### config.mk
export PLATFORM = sky130hd
export DESIGN_NAME = stream_packer
export DESIGN_NICKNAME = d
export VERILOG_FILES = /design/src/rtl/stream_packer.sv
export SDC_FILE = /design/constraint.sdc
export NUM_CORES = 1
export LEC_CHECK = 0
export BUFFER_PORTS_ARGS = -buffer_cell sky130_fd_sc_hd__buf_2
export CAP_MARGIN = 20
export CORE_MARGIN = 4
export CORE_UTILIZATION = 53
export DETAILED_ROUTE_END_ITERATION = 8
export PLACE_DENSITY = 0.77
export SYNTH_ARGS = -nofsm -noshare
export SYNTH_HDL_FRONTEND = slang
export SYNTH_SLANG_ARGS = --single-unit
### constraint.sdc
create_clock -name clk -period 2.5 [get_ports clk]
set_clock_uncertainty 0.2 [all_clocks]
set_input_delay 0.5 -clock clk [delete_from_list [all_inputs] [get_ports clk]]
set_output_delay 0.5 -clock clk [all_outputs]
set_load 0.03 [all_outputs]
### src/rtl/stream_packer.sv
// stream_packer: packs N consecutive W-bit beats into one N*W-bit word with a lane keep mask; inLast flushes a partial word early.
// Latency: the word is valid on the cycle after its completing beat is accepted; full throughput with outReady held high.
// Backpressure: inReady = !outValid || outReady; a held word stalls input, a draining word lets a new beat in on the same edge.
module stream_packer #(
  parameter int W = 16,
  parameter int N = 4
) (
  input  logic             clk,
  input  logic             rstn,
  input  logic             inValid,
  output logic             inReady,
  input  logic [W-1:0]     dIn,
  input  logic             inLast,
  output logic             outValid,
  input  logic             outReady,
  output logic [N*W-1:0]   dOut,
  output logic [N-1:0]     outKeep,
  output logic             outLast
);

  localparam int CW = $clog2(N);
  localparam logic [CW-1:0] LAST_LANE = CW'(N - 1);

  logic [CW-1:0]  cnt_q,  cnt_d;
  logic [N*W-1:0] acc_q,  acc_d;
  logic [N*W-1:0] dout_q, dout_d;
  logic [N-1:0]   keep_q, keep_d;
  logic           last_q, last_d;
  logic           vld_q,  vld_d;

  logic           in_rdy;
  logic           accept;
  logic           complete;
  logic [N*W-1:0] word;
  logic [N-1:0]   word_keep;

  // Handshake: input readiness depends only on the output register and downstream ready.
  always_comb begin
    in_rdy   = !vld_q || outReady;
    accept   = inValid && in_rdy;
    complete = accept && ((cnt_q == LAST_LANE) || inLast);
  end

  // Candidate word: lanes below cnt from the accumulator, lane cnt from the current beat, lanes above forced to zero.
  always_comb begin
    word      = '0;
    word_keep = '0;
    for (int k = 0; k < N; k++) begin
      if (k < int'(cnt_q)) begin
        word[k*W +: W] = acc_q[k*W +: W];
        word_keep[k]   = 1'b1;
      end else if (k == int'(cnt_q)) begin
        word[k*W +: W] = dIn;
        word_keep[k]   = 1'b1;
      end
    end
  end

  // Next state: accumulate non-completing beats, load the output register on a completing beat, drop valid on transfer.
  always_comb begin
    cnt_d  = cnt_q;
    acc_d  = acc_q;
    dout_d = dout_q;
    keep_d = keep_q;
    last_d = last_q;
    vld_d  = vld_q;

    if (vld_q && outReady) begin
      vld_d = 1'b0;
    end

    if (complete) begin
      dout_d = word;
      keep_d = word_keep;
      last_d = inLast;
      vld_d  = 1'b1;
      acc_d  = '0;
      cnt_d  = '0;
    end else if (accept) begin
      for (int k = 0; k < N; k++) begin
        if (k == int'(cnt_q)) begin
          acc_d[k*W +: W] = dIn;
        end
      end
      cnt_d = cnt_q + 1'b1;
    end
  end

  // State registers; reset discards any partial word and clears the output.
  always_ff @(posedge clk or negedge rstn) begin
    if (!rstn) begin
      cnt_q  <= '0;
      acc_q  <= '0;
      dout_q <= '0;
      keep_q <= '0;
      last_q <= 1'b0;
      vld_q  <= 1'b0;
    end else begin
      cnt_q  <= cnt_d;
      acc_q  <= acc_d;
      dout_q <= dout_d;
      keep_q <= keep_d;
      last_q <= last_d;
      vld_q  <= vld_d;
    end
  end

  assign inReady  = in_rdy;
  assign outValid = vld_q;
  assign dOut     = dout_q;
  assign outKeep  = keep_q;
  assign outLast  = last_q;

endmodule

Word-level counts from Yosys, hierarchy flattened
Index checks and enable logic that the tools add are counted.

Flip-flop bits (word level): 120. Input bits: 21. Output and inout port bits: 71. Logic and storage cells: 54.

Add/sub/neg operators: 1. Order comparisons: 3. Equality and inequality tests: 4. Multiplexer cells: 23. Reduce and logical (&&, ||, !) cells: 15.

Operator list (number): two-way mux 16 bit (10); two-way mux 48 bit (2); nonzero test 2 bit (5); two-way mux 1 bit (9); AND reduction 2 bit (3); == test 2 bit (first input constant) (2); < comparator 1 x 2 -> 1 bit (first input constant) (2); two-way mux 2 bit (2); logical AND 1 bit (3); adder 2 x 1 -> 2 bit (second input constant) (1); == test 1 x 2 -> 1 bit (first input constant) (1); == test 2 bit (second input constant) (1); zero test 2 bit (1); logical OR 1 bit (2); < comparator 2 bit (first input constant) (1); zero test 1 bit (1).

Logic depth before layout (Yosys ltp)
Gate-level depths: netlist of run 1.

Depth after elaboration: 6. Mapped depth: 8. Depth with buffers taken out: 5.

Worst setup path before layout of run 1
Ideal clock, no wire load.

Kind: register -> register. From: register cnt_q[1]. To: register dout_q[10] (netlist: dOut[10]). Setup time: 125 ps. Data arrival time: 1861 ps. Data required time: 2175 ps. Slack: 314 ps. Stages on the path, launching flop included: 8. Buffers on the path: 3. Clock period less this slack: 2186 ps. Cells stage by stage: dfrtp_1 clkbuf_1 inv_1 ha_1 buf_2 buf_2 mux2_2 mux2_2.

Word-level cells in the longest chain between the ends: 3.

Ends and longest elaborated chain: from (decl) (RTL line 24) `logic [CW-1:0] cnt_q, cnt_d;`; from (signal assigned) (RTL line 99) `cnt_q <= cnt_d;`; zero test 2 bit or == test 2 bit (tied branches) (RTL line 52, 41); two-way mux 16 bit or logical OR 1 bit (tied branches) (RTL line 52, 41); two-way mux 16 bit or logical AND 1 bit (tied branches) (RTL line 49, 41); to (signal assigned) (RTL line 101) `dout_q <= dout_d;`; to (decl) (RTL line 26) `logic [N*W-1:0] dout_q, dout_d;`.

Parallel ways exist; a longest one is shown, timed or not. A chain may end at the register's enable or synchronous reset.

Worst setup path in the final report of run 1
From: register cnt_q[0]. To: register dout_q[46] (netlist: dOut[46]).

Word-level cells in the longest chain between the ends: 3.

Ends and longest elaborated chain (RTL line): == test 2 bit (on tied branches) (52, 41); two-way mux 16 bit or logical OR 1 bit (tied branches) (52, 41); two-way mux 16 bit or logical AND 1 bit (tied branches) (49, 41).

Parallel ways exist; a longest one is shown, timed or not.

==> results.py, run 1 <==
metrics = {
    "outcome": {
        "status": "complete, no violations",
    },
    "pwr": {
        "p_int_w": 0.004523,
        "power.density_nw_per_um2": 1079,
        "p_switching_w": 0.002290,
        "pwr-share-seq_pct": 38.0,
        "switching_share_pct": 33.61,
        "peakVddDrop_v": 0.0005889,
        "combinationalPowerShare_pct": 27.9,
        "power_w": 0.006813,
        "clockPowerShare_pct": 34.1,
        "p_leak_nw": 3.191,
    },
    "timing": {
        "setup_tns_ns": 0,
        "setup_violations": 0,
        "worst_pin_slew_ns": 0.7073,
        "setup_ws_ns": 0.2286,
        "slew_headroom_pct": 52.85,
        "slew_viol_final": 0,
        "rsz0062_at_grt": "false",
        "max_freq_ghz": 0.4403,
        "finalCritPeriodShare_pct": 90.85,
        "finalHoldViolCount": 0,
        "period_needed_ns": 2.271,
        "holdWs_ns": 0.1361,
    },
    "setup_path": {
        "critical_path_class": "reg -> reg",
        "path_buf_inv": 1,
        "end_kind": "flip-flop",
        "cp_top_family": "flip-flops",
        "worstPathArrival_ns": 2.46,
        "slowest_stage": "dfrtp_1",
        "crit_chain": "ha_1, nor2_2, nand3b_4, buf_4, mux2_2",
        "cp.required_ns": 2.69,
        "slowest_delay_ns": 0.43,
        "worstPathMaxFanout": 34,
        "start_kind": "flip-flop",
    },
    "global_route": {
        "grt_max_degree": 48,
        "grt_pass1_vias": 3814,
        "grt_use_total_pct": 22.69,
        "grt_pass1_wl_um": 20140,
        "overflow": 0,
        "antenna_found_initial": 0,
    },
    "synthesis": {
        "synth_seq_area_share_pct": 57.89,
        "synth_area_um2": 5187,
        "yosysWarningCount": 0,
        "syn-num-nets": 437,
        "netlist.area_leader.share_pct": 57.89,
        "syn_inst": 410,
        "synth-edff-count": 0,
        "synth_seq_cells": 120,
        "syn_avg_cell_area_um2": 12.65,
        "yosysTopAreaCell": "dfrtp_1",
        "ys_top_cells_by_area": "dfrtp_1 (58%), mux2_2 (14%), a22o_1 (11%)",
        "synth_async_sr_flop_share_pct": 100.0,
        "yosysUniqueCellTypes": 25,
        "synth_ff_type": "dfrtp_1",
    },
    "route": {
        "drt_first_pass_iters": 6,
        "initialDrtViolationCount": 193,
        "via_count": 3709,
        "wl_per_cell_um": 18.86,
        "drc": 0,
        "via_per_inst": 5.759,
        "routed_wl_um": 12150,
        "postRouteAntennaNets": 0,
    },
    "placed_design": {
        "place.gp.congestion": 0.7919,
        "placement.io_buffers": 91,
        "dp_hpwl_um": 7781,
        "pre_cts_ws_ns": 0.2695,
    },
    "layout": {
        "antenna_cells": 0,
        "nNetsFinal": 529,
        "utilization_pct": 67.40,
        "layout_commonest_cell": "dfrtp_1",
        "multi_input_area_um2": 1958,
        "area_growth_pct": 21.76,
        "layout-drive-gt1-share_pct": 39.81,
        "layout_common_cells": "dfrtp_1 (120), buf_2 (90), nand2_1 (65), a22o_1 (64), mux2_2 (64)",
        "seq_area_um2": 3003,
        "fillers": 682,
    },
    "floorplan": {
        "die-height_um": 106.9,
        "ioPinCount": 92,
        "start_util_pct": 55.35,
        "rows": 35,
        "die_w_um": 106.9,
        "core_um2": 9371,
        "die-area_um2": 11430,
    },
    "clock_network": {
        "cts-root-buf": "clkbuf_8",
        "cts_made_buffers": 17,
        "clock_latency_ns": 0.51,
        "htree_levels": 4,
        "cts_tree": "built",
        "path_clk_slew_ns": 0.06,
        "cts_buffer_depth": 2,
        "cts_sinks": 120,
    },
    "hold_path": {
        "holdCritPathClass": "in -> reg",
    },
    "run": {
        "drv_cap": 0,
    },
}
synthesized netlist by cell type, drive strengths merged, types with 2 or more instances:
library cell,count
nand2,65
buf,25
dfrtp,120
inv,5
nand2b,2
nor2,2
mux2i,2
and4,3
o311ai,3
clkbuf,7
a22o,64
o21ai,35
ha,6
nand4,2
mux2,64
registers in the layout, indices dropped and copies added (netlist names):
register / flops
cnt_q: 2
acc_q: 48
outLast: 1
dOut: 64
outKeep: 4
outValid: 1
per-layer routing:
layer	vias up	track usage [%]	part of all wire, %
li1	1659	-	-
met1	1910	30.49	43
met2	116	35.84	49
met3	24	5.178	5.7
met4	0	9.315	2.0
met5	-	0	0
cell families after synthesis:
logic type / after synthesis / synth area share (%)
flip-flops: 120 / 57.89
adder cells (fa/ha/maj): 6 / 1.447
AO/OA/AOI/OAI: 103 / 15.27
multiplexers: 66 / 14.28
AND/OR/NAND/NOR: 78 / 6.754
buffers and inverters: 37 / 4.366
power groups by stage:
stage          combinational (W)  sequential (W)  clock [W]
2_1_floorplan           0.000779         0.00313          0
3_3_place_gp             0.00186         0.00260          0
3_5_place_dp             0.00190         0.00261          0
4_1_cts                  0.00192         0.00259    0.00235
5_1_grt                  0.00204         0.00264    0.00244
6_report                 0.00190         0.00259    0.00232
timing repair:
item / in CTS / in global routing
setup endpoints to repair: 0 / 0
endpoints found under the hold margin: 34 / 0
resized for setup: 0 / 0
setup buffers: 0 / 0
hold buffers: 1 / 0
worst register-to-register path, delay by kind of cell, from the launching register on:
| kind | cells | cell delay, ns |
|---|---|---|
| flip-flops | 1 | 0.43 |
| adder cells (fa/ha/maj) | 1 | 0.31 |
| AND/OR/NAND/NOR | 2 | 0.41 |
| multiplexers | 1 | 0.41 |
| buffers and inverters | 1 | 0.39 |
final timing paths:
| check | startpoint | endpoint | slack [ns] | depth (start not counted) |
|---|---|---|---|---|
| min reg2reg | outKeep[0] | outKeep[0] | 0.27 | 1 |
| min | dIn[10] | dOut[58] | 0.14 | 2 |
| max in group asynchronous | rstn | acc_q[34] | 1.19 | 3 |
| min in group asynchronous | rstn | dOut[3] | 0.29 | 2 |
| max | cnt_q[0] | dOut[46] | 0.23 | 5 |
| max reg2reg | cnt_q[0] | dOut[46] | 0.23 | 5 |
layout make-up:
cell class	instances	area share, %
Multi-Input combinational cell	253	31.00
Clock buffer	20	7.052
Sequential cell	120	47.54
Clock inverter	12	2.001
Timing Repair Buffer	105	9.548
Inverter	5	0.2971
Tap cell	129	2.555
metrics by stage:
step | std cells | cell area (µm²)
2_1_floorplan | 410 | 5187
3_3_place_gp | 611 | 5734
3_5_place_dp | 611 | 5734
4_1_cts | 644 | 6316
5_1_grt | 644 | 6316
6_report | 644 | 6316
No activity file was read; power rests on OpenSTA's default activity.
==> inputs of run 2 (changes only) <==
--- a/config.mk
+++ b/config.mk
@@ -5,6 +5,7 @@
 export SDC_FILE = /design/constraint.sdc
 export NUM_CORES = 1
 export LEC_CHECK = 0
+export ABC_AREA = 1
 export BUFFER_PORTS_ARGS = -buffer_cell sky130_fd_sc_hd__buf_2
 export CAP_MARGIN = 20
 export CORE_MARGIN = 4
==> run 2 against run 1 <==
  * Synthesized cell count increased by 69%
  * Sequential power down 3%
  * Power is 1.9% lower
  * Worst hold slack worse by 0.018 ns
  * Routed wire length is 20% higher
  * Count of clock-buffer cells in the layout stayed put
  * Final cell count rose by 43%
  * Non-clock buffer count is 2 higher
  * Critical path type unchanged
  * Critical endpoint is now acc_q[1]
  * Largest cell class unchanged
==> results.py, run 2 <==
metrics = {
    "outcome": {
        "status": "complete, no violations",
    },
    "clock_network": {
        "path_clk_slew_ns": 0.06,
        "cts_tree": "built",
        "cts_buffer_depth": 2,
        "cts_resized": 0,
        "cts_sinks": 120,
        "htree_levels": 4,
        "cts_made_buffers": 17,
        "cts-root-buf": "clkbuf_8",
        "clock_latency_ns": 0.52,
    },
    "timing": {
        "worst_pin_slew_ns": 0.5187,
        "rsz0062_at_grt": "false",
        "holdWs_ns": 0.1184,
        "setup_tns_ns": 0,
        "slew_viol_final": 0,
        "setup_violations": 0,
        "setup_ws_ns": 0.3501,
        "slew_headroom_pct": 65.42,
        "finalHoldViolCount": 0,
        "finalCritPeriodShare_pct": 85.99,
        "period_needed_ns": 2.150,
        "max_freq_ghz": 0.4651,
    },
    "floorplan": {
        "ioPinCount": 92,
        "die_w_um": 110.5,
        "core_um2": 10280,
        "start_util_pct": 54.15,
        "rows": 37,
        "die-height_um": 110.5,
        "die-area_um2": 12200,
    },
    "synthesis": {
        "synth-edff-count": 0,
        "yosysTopAreaCell": "dfrtp_1",
        "synth_area_um2": 5565,
        "yosysWarningCount": 0,
        "synth.most_common_cell": "nand2_1",
        "netlist.area_leader.share_pct": 53.96,
        "syn_inst": 693,
        "synth_ff_type": "dfrtp_1",
        "synth_commonest_cells": "nand2_1 (401), dfrtp_1 (120), nand3_1 (50), nand4_1 (48), clkbuf_1 (20)",
        "synth_seq_area_share_pct": 53.96,
        "yosysUniqueCellTypes": 19,
        "ys_top_cells_by_area": "dfrtp_1 (54%), nand2_1 (27%), nand4_1 (5.4%)",
        "syn_avg_cell_area_um2": 8.031,
        "synth_async_sr_flop_share_pct": 100.0,
        "syn-num-nets": 720,
        "synth_seq_cells": 120,
    },
    "setup_path": {
        "reg2reg_to": "acc_q[1]",
        "start_kind": "flip-flop",
        "worstPathArrival_ns": 2.35,
        "crit_top_cell": "nand2_1",
        "slowest_delay_ns": 0.47,
        "setup.worst_path.end": "acc_q[1]",
        "cp_top_family": "simple AND/OR/NAND/NOR gates",
        "rr_worst_depth": 7,
        "worstPathMaxFanout": 17,
        "r2r_start": "cnt_q[1]",
        "crit_start": "cnt_q[1]",
        "slowest_stage": "dfrtp_1",
        "end_kind": "flip-flop",
        "critical_path_class": "reg -> reg",
        "reg2reg_slack_ns": 0.35,
        "cp.required_ns": 2.70,
        "crit_chain": "clkinv_1, ha_1, clkinv_1, nand2_1, nand2_4, nand2_1, nand2_1",
        "path_buf_inv": 2,
        "cp.depth": 7,
    },
    "global_route": {
        "antenna_found_initial": 0,
        "overflow": 0,
        "grt_pass1_vias": 4835,
        "grt_use_total_pct": 24.53,
        "grt_max_degree": 74,
        "grt_pass1_wl_um": 24070,
    },
    "route": {
        "wl_per_cell_um": 15.91,
        "route.met2.wl_um": 7081,
        "drt_first_pass_iters": 5,
        "via_per_inst": 5.497,
        "highest_layer": "met4",
        "via_count": 5046,
        "initialDrtViolationCount": 392,
        "wl_met3_um": 1128,
        "drc": 0,
        "postRouteAntennaNets": 0,
        "wl_met1_um": 5979,
        "routed_wl_um": 14600,
    },
    "pwr": {
        "peakVddDrop_v": 0.0005029,
        "p_leak_nw": 3.930,
        "power.density_nw_per_um2": 1001,
    },
    "layout": {
        "fillers": 910,
        "largest_register_ffs": 64,
        "nNetsFinal": 798,
        "area_growth_pct": 19.96,
        "layout_common_cells": "nand2_1 (401), dfrtp_1 (120), buf_2 (90), nand3_1 (50), nand4_1 (48)",
        "layout_commonest_cell": "nand2_1",
        "fin_cells": 918,
        "layout-drive-gt1-share_pct": 18.41,
        "antenna_cells": 0,
    },
    "hold_path": {
        "holdCritPathClass": "in -> reg",
    },
    "placed_design": {
        "place_inst": 887,
        "dp_hpwl_um": 9295,
        "place.gp.congestion": 0.8656,
        "pre_cts_ws_ns": 0.4147,
        "placement.io_buffers": 91,
    },
    "run": {
        "drv_cap": 0,
    },
}
-- run 2: cell families (layout without fill, tap and decap cells) --
logic type / after synthesis / after routing / share of synthesized area (%)
AO/OA/AOI/OAI: 4 / 4 / 0.5621
buffers and inverters: 57 / 146 / 5.643
adder cells (fa/ha/maj): 6 / 6 / 1.349
AND/OR/NAND/NOR: 506 / 506 / 38.49
flip-flops: 120 / 120 / 53.96
-- run 2: per-layer routing --
layer,vias up,global-route usage [%]
li1,2367,-
met1,2419,31.71
met2,224,39.52
met3,36,5.863
met4,0,10.67
met5,-,0
-- run 2: per-stage QoR --
stage          power, W  area, µm²  utilization (%)
3_5_place_dp   0.004330       6093            59.29
2_1_floorplan  0.003771       5565                -
3_3_place_gp   0.004275       6093            59.29
6_report       0.006683       6676            64.96
4_1_cts        0.006717       6676            64.96
5_1_grt        0.007028       6676            64.96
-- run 2: worst min path at each step --
stage	slack (ns)	to	depth (start not counted)	from
after floorplan	0.004	acc_q[0]	0	rstn
after global placement	0.25	outKeep[0]	1	outKeep[0]
after detailed placement	0.25	dOut[62]	2	dOut[62]
after CTS	0.1	outLast	3	inLast
after global routing	0.12	outLast	3	inLast
final	0.12	outLast	3	inLast
-- run 2: area by class of cell --
class	count	area [µm²]	area share, %
multi-input cells	516	2253	33.75
inverters	9	33.78	0.5060
clock inverters	10	127.6	1.912
repair buffers	107	643.1	9.633
well taps	136	170.2	2.549
flip-flops and latches	120	3003	44.98
clock buffers	20	445.4	6.672
-- run 2: power breakdown --
part	leakage (nW)	switching, W	internal (W)	total (W)
registers	1.61	0.000212	0.00231	0.00252
logic	2.03	0.00130	0.000495	0.00179
clock network	0.286	0.000827	0.00155	0.00237
total	3.93	0.00234	0.00435	0.00668
-- run 2: what timing repair did --
item	CTS	global route
setup buffers	0	0
hold buffers	1	0
hold endpoints to repair	36	0
-- run 2: worst min-delay path, stage by stage --
cell	delay [ns]
buf_2	0.14
nand2_1	0.10
nand2_1	0.06
==> inputs of run 3 (changes only) <==
--- a/config.mk
+++ b/config.mk
@@ -9,9 +9,10 @@
 export BUFFER_PORTS_ARGS = -buffer_cell sky130_fd_sc_hd__buf_2
 export CAP_MARGIN = 20
 export CORE_MARGIN = 4
-export CORE_UTILIZATION = 53
+export CORE_UTILIZATION = 45
+export CTS_BUF_LIST = sky130_fd_sc_hd__clkbuf_8
 export DETAILED_ROUTE_END_ITERATION = 8
-export PLACE_DENSITY = 0.77
+export PLACE_DENSITY = 0.67
 export SYNTH_ARGS = -nofsm -noshare
 export SYNTH_HDL_FRONTEND = slang
 export SYNTH_SLANG_ARGS = --single-unit
==> constraint.sdc (replaced) <==
create_clock -name clk -period 2 [get_ports clk]
set_clock_uncertainty 0.2 [all_clocks]
set_input_delay 0.4 -clock clk [delete_from_list [all_inputs] [get_ports clk]]
set_output_delay 0.4 -clock clk [all_outputs]
set_load 0.03 [all_outputs]
==> run 3 against run 2 <==
  * Setup slack worse by 0.24 ns
  * Die area up 16%
  * Global-route usage decreased by 2.1 points
  * Critical endpoint is now inReady
  * Highest routed layer unchanged
==> results.py, run 3 (synthesized netlist as in run 2, its figures left out) <==
metrics = {
    "clock_network": {
        "cts_tree": "built",
        "cts_buffer_depth": 2,
        "clock_latency_ns": 0.42,
        "cts_sinks": 120,
        "htree_levels": 4,
        "post-cts-setup-buffers": 0,
        "cts_made_buffers": 17,
        "path_clk_slew_ns": 0.07,
        "cts-root-buf": "clkbuf_8",
    },
    "global_route": {
        "grt_max_degree": 56,
        "grt_pass1_vias": 4888,
        "antenna_found_initial": 0,
        "grt_use_total_pct": 22.43,
        "overflow": 0,
        "grt_pass1_wl_um": 25250,
    },
    "layout": {
        "area_growth_pct": 19.31,
        "antenna_cells": 0,
        "layout_common_cells": "nand2_1 (401), dfrtp_1 (120), buf_2 (90), nand3_1 (50), nand4_1 (48)",
        "fin_area_um2": 6640,
        "layout-drive-gt1-share_pct": 20.05,
        "layout_commonest_cell": "nand2_1",
        "largest_register_ffs": 64,
        "nNetsFinal": 807,
    },
    "route": {
        "via_count": 4978,
        "initialDrtViolationCount": 307,
        "postRouteAntennaNets": 0,
        "via_per_inst": 5.180,
        "routed_wl_um": 15240,
        "drt_first_pass_iters": 6,
        "wl_per_cell_um": 15.86,
        "drc": 0,
    },
    "setup_path": {
        "worstPathMaxFanout": 4,
        "r2r_start": "cnt_q[1]",
        "critical_path_class": "reg -> out",
        "reg2reg_to": "dOut[30]",
        "end_kind": "primary output",
        "reg2reg_slack_ns": 0.18,
        "cp.required_ns": 1.40,
        "rr_worst_depth": 6,
        "start_kind": "flip-flop",
        "worstPathArrival_ns": 1.29,
    },
    "pwr": {
        "switching_share_pct": 37.58,
        "power.density_nw_per_um2": 1154,
        "combinationalPowerShare_pct": 30.4,
        "clockPowerShare_pct": 28.8,
        "pwr-share-seq_pct": 40.8,
        "p_leak_nw": 3.886,
        "p_int_w": 0.004784,
        "p_switching_w": 0.002880,
        "peakVddDrop_v": 0.0005050,
    },
    "placed_design": {
        "pre_cts_ws_ns": 0.1392,
        "dpl_cell_area_um2": 6215,
        "placement.io_buffers": 91,
        "place.gp.congestion": 0.8412,
        "dp_hpwl_um": 10030,
    },
    "run": {
        "drv_cap": 0,
    },
    "timing": {
        "worst_pin_slew_ns": 0.5121,
        "slew_viol_final": 0,
        "setup_tns_ns": 0,
        "finalHoldViolCount": 0,
        "rsz0062_at_grt": "false",
        "finalCritPeriodShare_pct": 94.64,
        "max_freq_ghz": 0.5283,
        "setup_violations": 0,
        "period_needed_ns": 1.893,
        "setup_ws_ns": 0.1073,
        "slew_headroom_pct": 65.82,
    },
    "floorplan": {
        "core_um2": 12060,
        "start_util_pct": 46.14,
        "ioPinCount": 92,
        "rows": 40,
        "die-area_um2": 14210,
        "die-height_um": 119.2,
        "die_w_um": 119.2,
    },
    "hold_path": {
        "holdCritPathClass": "in -> reg",
        "holdPathEnd": "outLast",
        "hp-start": "inLast",
        "hold_depth": 3,
    },
    "outcome": {
        "status": "complete, no violations",
    },
}
[run 3: layout make-up]
type	count	area, µm²
clock buffer	21	289.0
clock inverter	11	121.4
fill	1139	5421
inverter	9	35.03
multi-input combinational	516	2258
sequential	120	3003
tap	168	210.2
timing repair buffer	116	723.2
[run 3: how the worst max path moves through the flow]
| stage | startpoint | to |
|---|---|---|
| 3_3_place_gp | cnt_q[1] | dOut[31] |
| 6_report | outValid | inReady |
| 3_5_place_dp | cnt_q[1] | acc_q[22] |
| 5_1_grt | outValid | inReady |
| 4_1_cts | outValid | inReady |
| 2_1_floorplan | cnt_q[1] | acc_q[15] |
[run 3: power by group through the flow]
stage | logic [W] | clock network, W | registers [W]
3_5_place_dp | 0.00233 | 0 | 0.00317
6_report | 0.00233 | 0.00221 | 0.00313
3_3_place_gp | 0.00228 | 0 | 0.00316
4_1_cts | 0.00234 | 0.00224 | 0.00313
2_1_floorplan | 0.00101 | 0 | 0.00371
5_1_grt | 0.00256 | 0.00236 | 0.00319
[run 3: critical path: stages (launching register included)]
cell and delay, ns:
dfrtp_1 0.42, nand2_1 0.21, buf_2 0.25
[run 3: stage by stage]
stage	power (W)	instances	utilization [%]	hold slack (ns)
after floorplan	0.004721	693	-	-0.09559
after global placement	0.005437	928	51.52	0.1929
after detailed placement	0.005503	928	51.52	0.2001
after CTS	0.007713	961	55.01	0.08185
after global routing	0.008114	961	55.05	0.09208
final	0.007664	961	55.05	0.1078
[run 3: per-layer routing]
metal  share of wire, %  up-vias  GRT usage, %
met3                7.5       28         5.271
met1                 44     2392         30.53
met5                  0        -             0
met2                 47      180         35.43
met4                2.0        0         7.531
li1                   -     2378             -
[run 3: timing repair]
| item | CTS | global route |
|---|---|---|
| setup endpoints to repair | 0 | 18 |
| hold buffers | 1 | 0 |
| resized for setup | 0 | 2 |
| endpoints found under the hold margin | 28 | 0 |
